[src/rtl/mem_arbiter.sv]
// rtl/mem_arbiter.sv - data-priority arbiter of instruction and data buses onto one memory bus
// Optional memory timeout abort: define MEM_ARB_TIMEOUT_EN.
module mem_arbiter #(
   parameter int max_data_burst = 4,
   parameter int timeout_cycles = 255
) (
   input  logic        clk,
   input  logic        reset,
   input  logic [18:0] instr_m_addr,
   input  logic        instr_m_access,
   output logic        instr_m_ack,
   output logic [15:0] instr_m_data_out,
   input  logic [18:0] data_m_addr,
   input  logic [15:0] data_m_wr_data,
   input  logic        data_m_access,
   input  logic        data_m_wr_en,
   input  logic [1:0]  data_m_bytesel,
   output logic        data_m_ack,
   output logic [15:0] data_m_rd_data,
   output logic [18:0] q_m_addr,
   output logic [15:0] q_m_data_out,
   input  logic [15:0] q_m_data_in,
   output logic        q_m_access,
   input  logic        q_m_ack,
   output logic        q_m_wr_en,
   output logic [1:0]  q_m_bytesel,
   output logic        bus_error
);

   typedef enum logic {IDLE, BUSY} state_t;
   typedef enum logic [1:0] {GRANT_NONE, GRANT_INSTR, GRANT_DATA} grant_t;

   localparam logic [3:0] BURST_MAX = 4'(max_data_burst);

   if (max_data_burst < 1 || max_data_burst > 15) begin : g_bad_burst
      $error("mem_arbiter: max_data_burst must be 1..15");
   end
   if (timeout_cycles < 1 || timeout_cycles > 255) begin : g_bad_timeout
      $error("mem_arbiter: timeout_cycles must be 1..255");
   end

   state_t      state, state_next;
   grant_t      grant, grant_next;
   logic [3:0]  burst_cnt, burst_next;
   logic        done;
   logic        timeout_hit;
   logic [15:0] rd_value;

`ifdef MEM_ARB_TIMEOUT_EN
   localparam logic [7:0] TIMEOUT_VAL = 8'(timeout_cycles);
   logic [7:0] wait_cnt;

   always_ff @(posedge clk or posedge reset) begin
      if (reset) begin
         wait_cnt <= '0;
      end else if (state == IDLE) begin
         wait_cnt <= '0;
      end else if (!q_m_ack) begin
         wait_cnt <= wait_cnt + 8'd1;
      end
   end

   assign timeout_hit = (state == BUSY) && !q_m_ack && (wait_cnt == TIMEOUT_VAL);
`else
   assign timeout_hit = 1'b0;
`endif

   always_ff @(posedge clk or posedge reset) begin
      if (reset) begin
         state     <= IDLE;
         grant     <= GRANT_NONE;
         burst_cnt <= '0;
      end else begin
         state     <= state_next;
         grant     <= grant_next;
         burst_cnt <= burst_next;
      end
   end

   always_comb begin
      state_next       = state;
      grant_next       = grant;
      burst_next       = burst_cnt;
      done             = (state == BUSY) && (q_m_ack || timeout_hit);
      // A timed-out transfer returns all ones to the waiting master
      rd_value         = q_m_ack ? q_m_data_in : 16'hffff;
      instr_m_ack      = done && (grant == GRANT_INSTR);
      data_m_ack       = done && (grant == GRANT_DATA);
      instr_m_data_out = instr_m_ack ? rd_value : 16'h0000;
      data_m_rd_data   = data_m_ack ? rd_value : 16'h0000;
      bus_error        = timeout_hit;
      case (state)
         IDLE: begin
            if (data_m_access && !(instr_m_access && burst_cnt == BURST_MAX)) begin
               grant_next = GRANT_DATA;
               state_next = BUSY;
               if (!instr_m_access) begin
                  burst_next = '0;
               end else if (burst_cnt != BURST_MAX) begin
                  burst_next = burst_cnt + 4'd1;
               end
            end else if (instr_m_access) begin
               grant_next = GRANT_INSTR;
               state_next = BUSY;
               burst_next = '0;
            end else begin
               burst_next = '0;
            end
         end
         BUSY: begin
            if (done) begin
               state_next = IDLE;
               grant_next = GRANT_NONE;
            end
         end
         default: begin
            state_next = IDLE;
            grant_next = GRANT_NONE;
         end
      endcase
   end

   always_ff @(posedge clk or posedge reset) begin
      if (reset) begin
         q_m_addr     <= '0;
         q_m_data_out <= '0;
         q_m_access   <= 1'b0;
         q_m_wr_en    <= 1'b0;
         q_m_bytesel  <= '0;
      end else if (state == IDLE && state_next == BUSY) begin
         q_m_access <= 1'b1;
         if (grant_next == GRANT_DATA) begin
            q_m_addr     <= data_m_addr;
            q_m_data_out <= data_m_wr_data;
            q_m_wr_en    <= data_m_wr_en;
            q_m_bytesel  <= data_m_bytesel;
         end else begin
            // Fetches leave the write-data register untouched
            q_m_addr    <= instr_m_addr;
            q_m_wr_en   <= 1'b0;
            q_m_bytesel <= 2'b11;
         end
      end else if (done) begin
         q_m_access <= 1'b0;
      end
   end

endmodule

[config.mk]
export PLATFORM = sky130hd
export DESIGN_NAME = mem_arbiter
export DESIGN_NICKNAME = d
export VERILOG_FILES = /design/src/rtl/mem_arbiter.sv
export SDC_FILE = /design/constraint.sdc
export NUM_CORES = 1
export LEC_CHECK = 0
export CORE_MARGIN = 2
export CORE_UTILIZATION = 39
export DETAILED_ROUTE_END_ITERATION = 10
export PLACE_DENSITY_LB_ADDON = 0.25
export SETUP_SLACK_MARGIN = 0.5
export SLEW_MARGIN = 25
export SYNTH_ARGS = -nofsm -noshare
export SYNTH_HDL_FRONTEND = slang
export SYNTH_SLANG_ARGS = --single-unit
[constraint.sdc]
create_clock -name clk -period 2.9 [get_ports clk]
set_input_delay 0.435 -clock clk [delete_from_list [all_inputs] [get_ports clk]]
set_output_delay 0.435 -clock clk [all_outputs]
set_load 0.1 [all_outputs]
==> results.md <==
Route:
- The count of unresolved DRC violations after routing is 0.
- The iteration count of the initial detailed-routing pass is 4.
- In this run the remaining antenna-violating nets after routing total 0.
- The vias after detailed routing is 2466.
- The detailed-route wire length per cell is 15.31 um.
- In the routed layout, each cell is associated on average with a via count of 5.002.
- The count of routing violations after the opening detailed-route iteration is 203.
- The overall routed net length is 7.546 mm.

Synthesis:
- The leading area contributor after synthesis is dfrtp_1.
- During synthesis, Yosys emitted a total of 0 warnings.
- The number of flops mapped to enable cells by yosys is 0.
- The mean instance size in the synthesized netlist is 8.712 um2.
- Sequential cells were found to cover 48.75% of the synthesized design area.
- The synthesized flop and latch total is 46.
- The netlist area before placement is 2361 um2.
- Counting every instance in the synthesized netlist gives 271.
- Sorting the synthesized cells by area gives the leading types as dfrtp_1 (49%), and2_1 (8.7%), nand2_1 (8.6%), a31oi_1 (5.6%), nand3_1 (4.2%).
- The synthesized design devotes to its leading area cell type 48.75% of total area.
- Of all flip-flops after synthesis, the portion carrying an async set or reset was 100.0%.
- The number of nets in the synthesized netlist is 351.
- The number of distinct library cell variants in the gate-level netlist after synthesis is 33.
- The flip-flop cell with the highest count after synthesis is dfrtp_1.

Floorplan:
- Measured along the x axis, the die boundary spans 81.81 um.
- The die is 81.81 um tall.
- For this design the top-level I/O count stands at 152.
- The floorplan step defined a core boundary enclosing 5886 um2.
- The die covers 6692 um2.
- The number of rows created at floorplan is 28.
- Once the floorplan was initialized, standard cells occupied 40.11% of the core.

Placed design:
- After legalization and detailed placement, the total HPWL measured 5.808 mm.
- Input and output buffers added on the ports amount to 150.
- The global placement routability congestion is 0.8378.
- Once placement finished, the instance area stood at 4154 um2.

Worst setup path:
- The endpoint class of the critical path is an output port.
- The number of cells on the worst reg-to-reg path is 6.
- The largest stage delay on the critical path is 0.50 ns.
- The signal arrival time at the worst endpoint is 1.86 ns.
- Traced cell by cell, the critical path runs through clkdlybuf4s50_1 -> nand2_2 -> nor3b_2 -> buf_6 -> and2_1 -> buf_12.
- The start point of the critical path is q_m_ack.
- Of all nets on the critical path, the largest fanout is 17.
- The family of cells with the greatest summed delay on the critical path is buffers and inverters.
- The worst register-to-register path ends at q_m_addr[3].
- The origin of the critical flop-to-flop path is burst_cnt[0].
- The destination of the critical timing path is instr_m_data_out[1].
- The worst setup path is launched from an input port.
- The required time at the worst-slack endpoint is 2.47 ns.
- The setup slack of the worst register-to-register path is 0.76 ns.
- The class of the most critical setup path is in2out.
- The number of logic stages on the critical path including buffering is 6.
- The slowest stage of the critical path belongs to the cell clkdlybuf4s50_1.
- The worst path buffer plus inverter count is 3.

Timing:
- The final hold violation count is 0.
- Counting I/O delays and the setup requirement, the final critical path takes 2.292 ns.
- The part of the cycle the worst path needs is 79.02%.
- Setup repair after global routing left no endpoint under its margin.
- Hold timing on the final database bottoms out at a slack of 0.3167 ns.
- For the pin with the worst max-slew slack, the measured transition is 0.8856 ns.
- Adding up every negative setup slack in the final design gives 0 ns.
- The number of slew-limit violations in the final report is 0.
- The worst slew slack as a fraction of its limit is 40.96%.
- Setup violations remaining at the end of the flow were counted as 0.
- The clock arrives with 0.002944 ns of skew.
- The maximum clock frequency is 436.4 MHz.

Finish:
- The number of antenna diodes in the final layout is 0.
- The area growth from synthesis to final layout is 80.18%.
- Once layout is done, the placed cells without fillers occupy 4254 um2.
- The total number of nets in the final design is 497.
- The share of cells above drive strength 1 is 27.51%.
- The filler cell count is 448.

Pwr:
- The relative contribution of the clock network to total power is 13.6%.
- The power density over the cells is 717.5 nW/um2.
- The net switching power is 1656 uW.
- The cell-internal power is 1396 uW.
- The sequential power share is 28.4%.
- The largest vdd supply drop is 626.5 uV.
- The relative contribution of combinational cells to total power is 58.1%.
- The overall power is 3052 uW.
- Net switching is 54.26% of the power.
- In this run the static leakage power is 0.001900 uW.

CTS:
- The clock net in this run drives a total of 46 sinks.
- Buffers added to address setup during post-CTS repair amount to 0.
- The clock root buffer master is clkbuf_8.
- In this run the number of H-tree levels came out at 2.
- The number of buffers inserted during clock tree synthesis is 5.
- TritonCTS built the clock tree.
- The maximum buffer depth of the clock tree is 2.
- The insertion delay of the later-clocked pin in the worst-skew pair is 0.30 ns.
- After clock tree synthesis, the clock-pin slew on the worst setup and hold paths is 0.08 ns.

GRT:
- The via count of the first global-routing pass was 2425.
- The global router's overall resource usage is 22.34%.
- The first-pass GRT wire length is 11.52 mm.
- Entering global routing, the biggest net connects 39 pins.
- The residual overflow from global routing is 0.
- The initial antenna violation count is 0.

Min path:
- In this run the worst hold path is classified as in2async.

Run status:
- The run finished with clean final reports.

Run:
- The count of max-cap constraint violations is 0.
-- cells by family after synthesis --
kind of cell | synth area share (%)
buffers and inverters | 6.836
DFF | 48.75
and+or+nand+nor | 29.57
adders and majority gates | 1.060
other | 0.1588
AOI/OAI and AO/OA | 13.62
-- through the flow --
step                      utilization (%)  std cells  worst slack [ns]
after detailed placement            70.58        485            0.5816
after floorplan                         -        271            0.5856
final                               72.28        493            0.6085
after global placement              70.58        485            0.6195
after CTS                           72.19        493            0.5184
after global routing                72.28        493            0.5092
-- worst min path at each step --
stage	cells past startpoint	start	slack, ns	to
3_5_place_dp	2	q_m_data_out[7]	0.46	q_m_data_out[7]
5_1_grt	2	reset	0.33	q_m_data_out[9]
3_3_place_gp	2	q_m_data_out[15]	0.46	q_m_data_out[15]
2_1_floorplan	2	grant[0]	0.48	grant[0]
6_report	2	reset	0.32	q_m_data_out[10]
4_1_cts	2	reset	0.32	q_m_data_out[10]
-- cell usage after synthesis (2+ instances only) --
master / instances
nand2_1: 54
dfrtp_1: 46
and2_1: 33
nor2_1: 23
a31oi_1: 21
nand3_1: 20
o21ai_1: 13
o21ai_0: 9
inv_1: 7
buf_2: 6
buf_6: 5
clkbuf_1: 5
buf_4: 4
and3b_1: 2
ha_1: 2
nand2b_1: 2
o22a_1: 2
o31ai_1: 2
-- repair_timing --
action | CTS | global route
endpoints found under the setup margin | 0 | 32
hold buffers | 0 | 0
gates resized for setup | 0 | 2
-- flip-flops by register name (all words and copies together) (netlist names) --
signal        count
grant             2
burst_cnt         4
state             1
q_m_data_out     16
q_m_addr         19
q_m_access        1
q_m_wr_en         1
q_m_bytesel       2
-- cell type report --
cell class | count | area, um2 | area share, %
repair buffers | 159 | 1815 | 42.68
flip-flops and latches | 46 | 1152 | 27.09
multi-input cells | 198 | 1071 | 25.18
well taps | 75 | 93.84 | 2.206
clock buffers | 6 | 82.58 | 1.941
inverters | 7 | 26.28 | 0.6176
clock inverters | 2 | 12.51 | 0.2941
-- power groups by stage --
stage          sequential (uW)  clock, uW  combinational (uW)
2_1_floorplan             1810          0                 376
3_3_place_gp               870          0                1760
3_5_place_dp               879          0                1780
4_1_cts                    867        421                1780
5_1_grt                    883        451                1840
6_report                   866        414                1770
-- routing by layer --
layer  routed length (um)  global-route usage, %  vias up  part of all wire, %
met3                  517                  4.505       11                  6.9
met5                    0                      0        -                    0
li1                     -                      -     1197                    -
met4                  133                  6.833        0                  1.8
met2                 4149                  39.19      107                   55
met1                 2745                  27.56     1151                   36
-- cells in the final DEF (no fill, tap or decap), types with 6 or more instances in the layout --
cell,instances
nor2_1,23
clkbuf_8,6
buf_4,47
o21ai_1,13
o21ai_0,9
buf_12,34
nand2_1,54
nand3_1,20
and2_1,15
inv_1,6
dfrtp_1,45
and2_2,18
a31oi_1,21
clkdlybuf4s50_1,77
No activity file was read; power rests on OpenSTA's default activity.
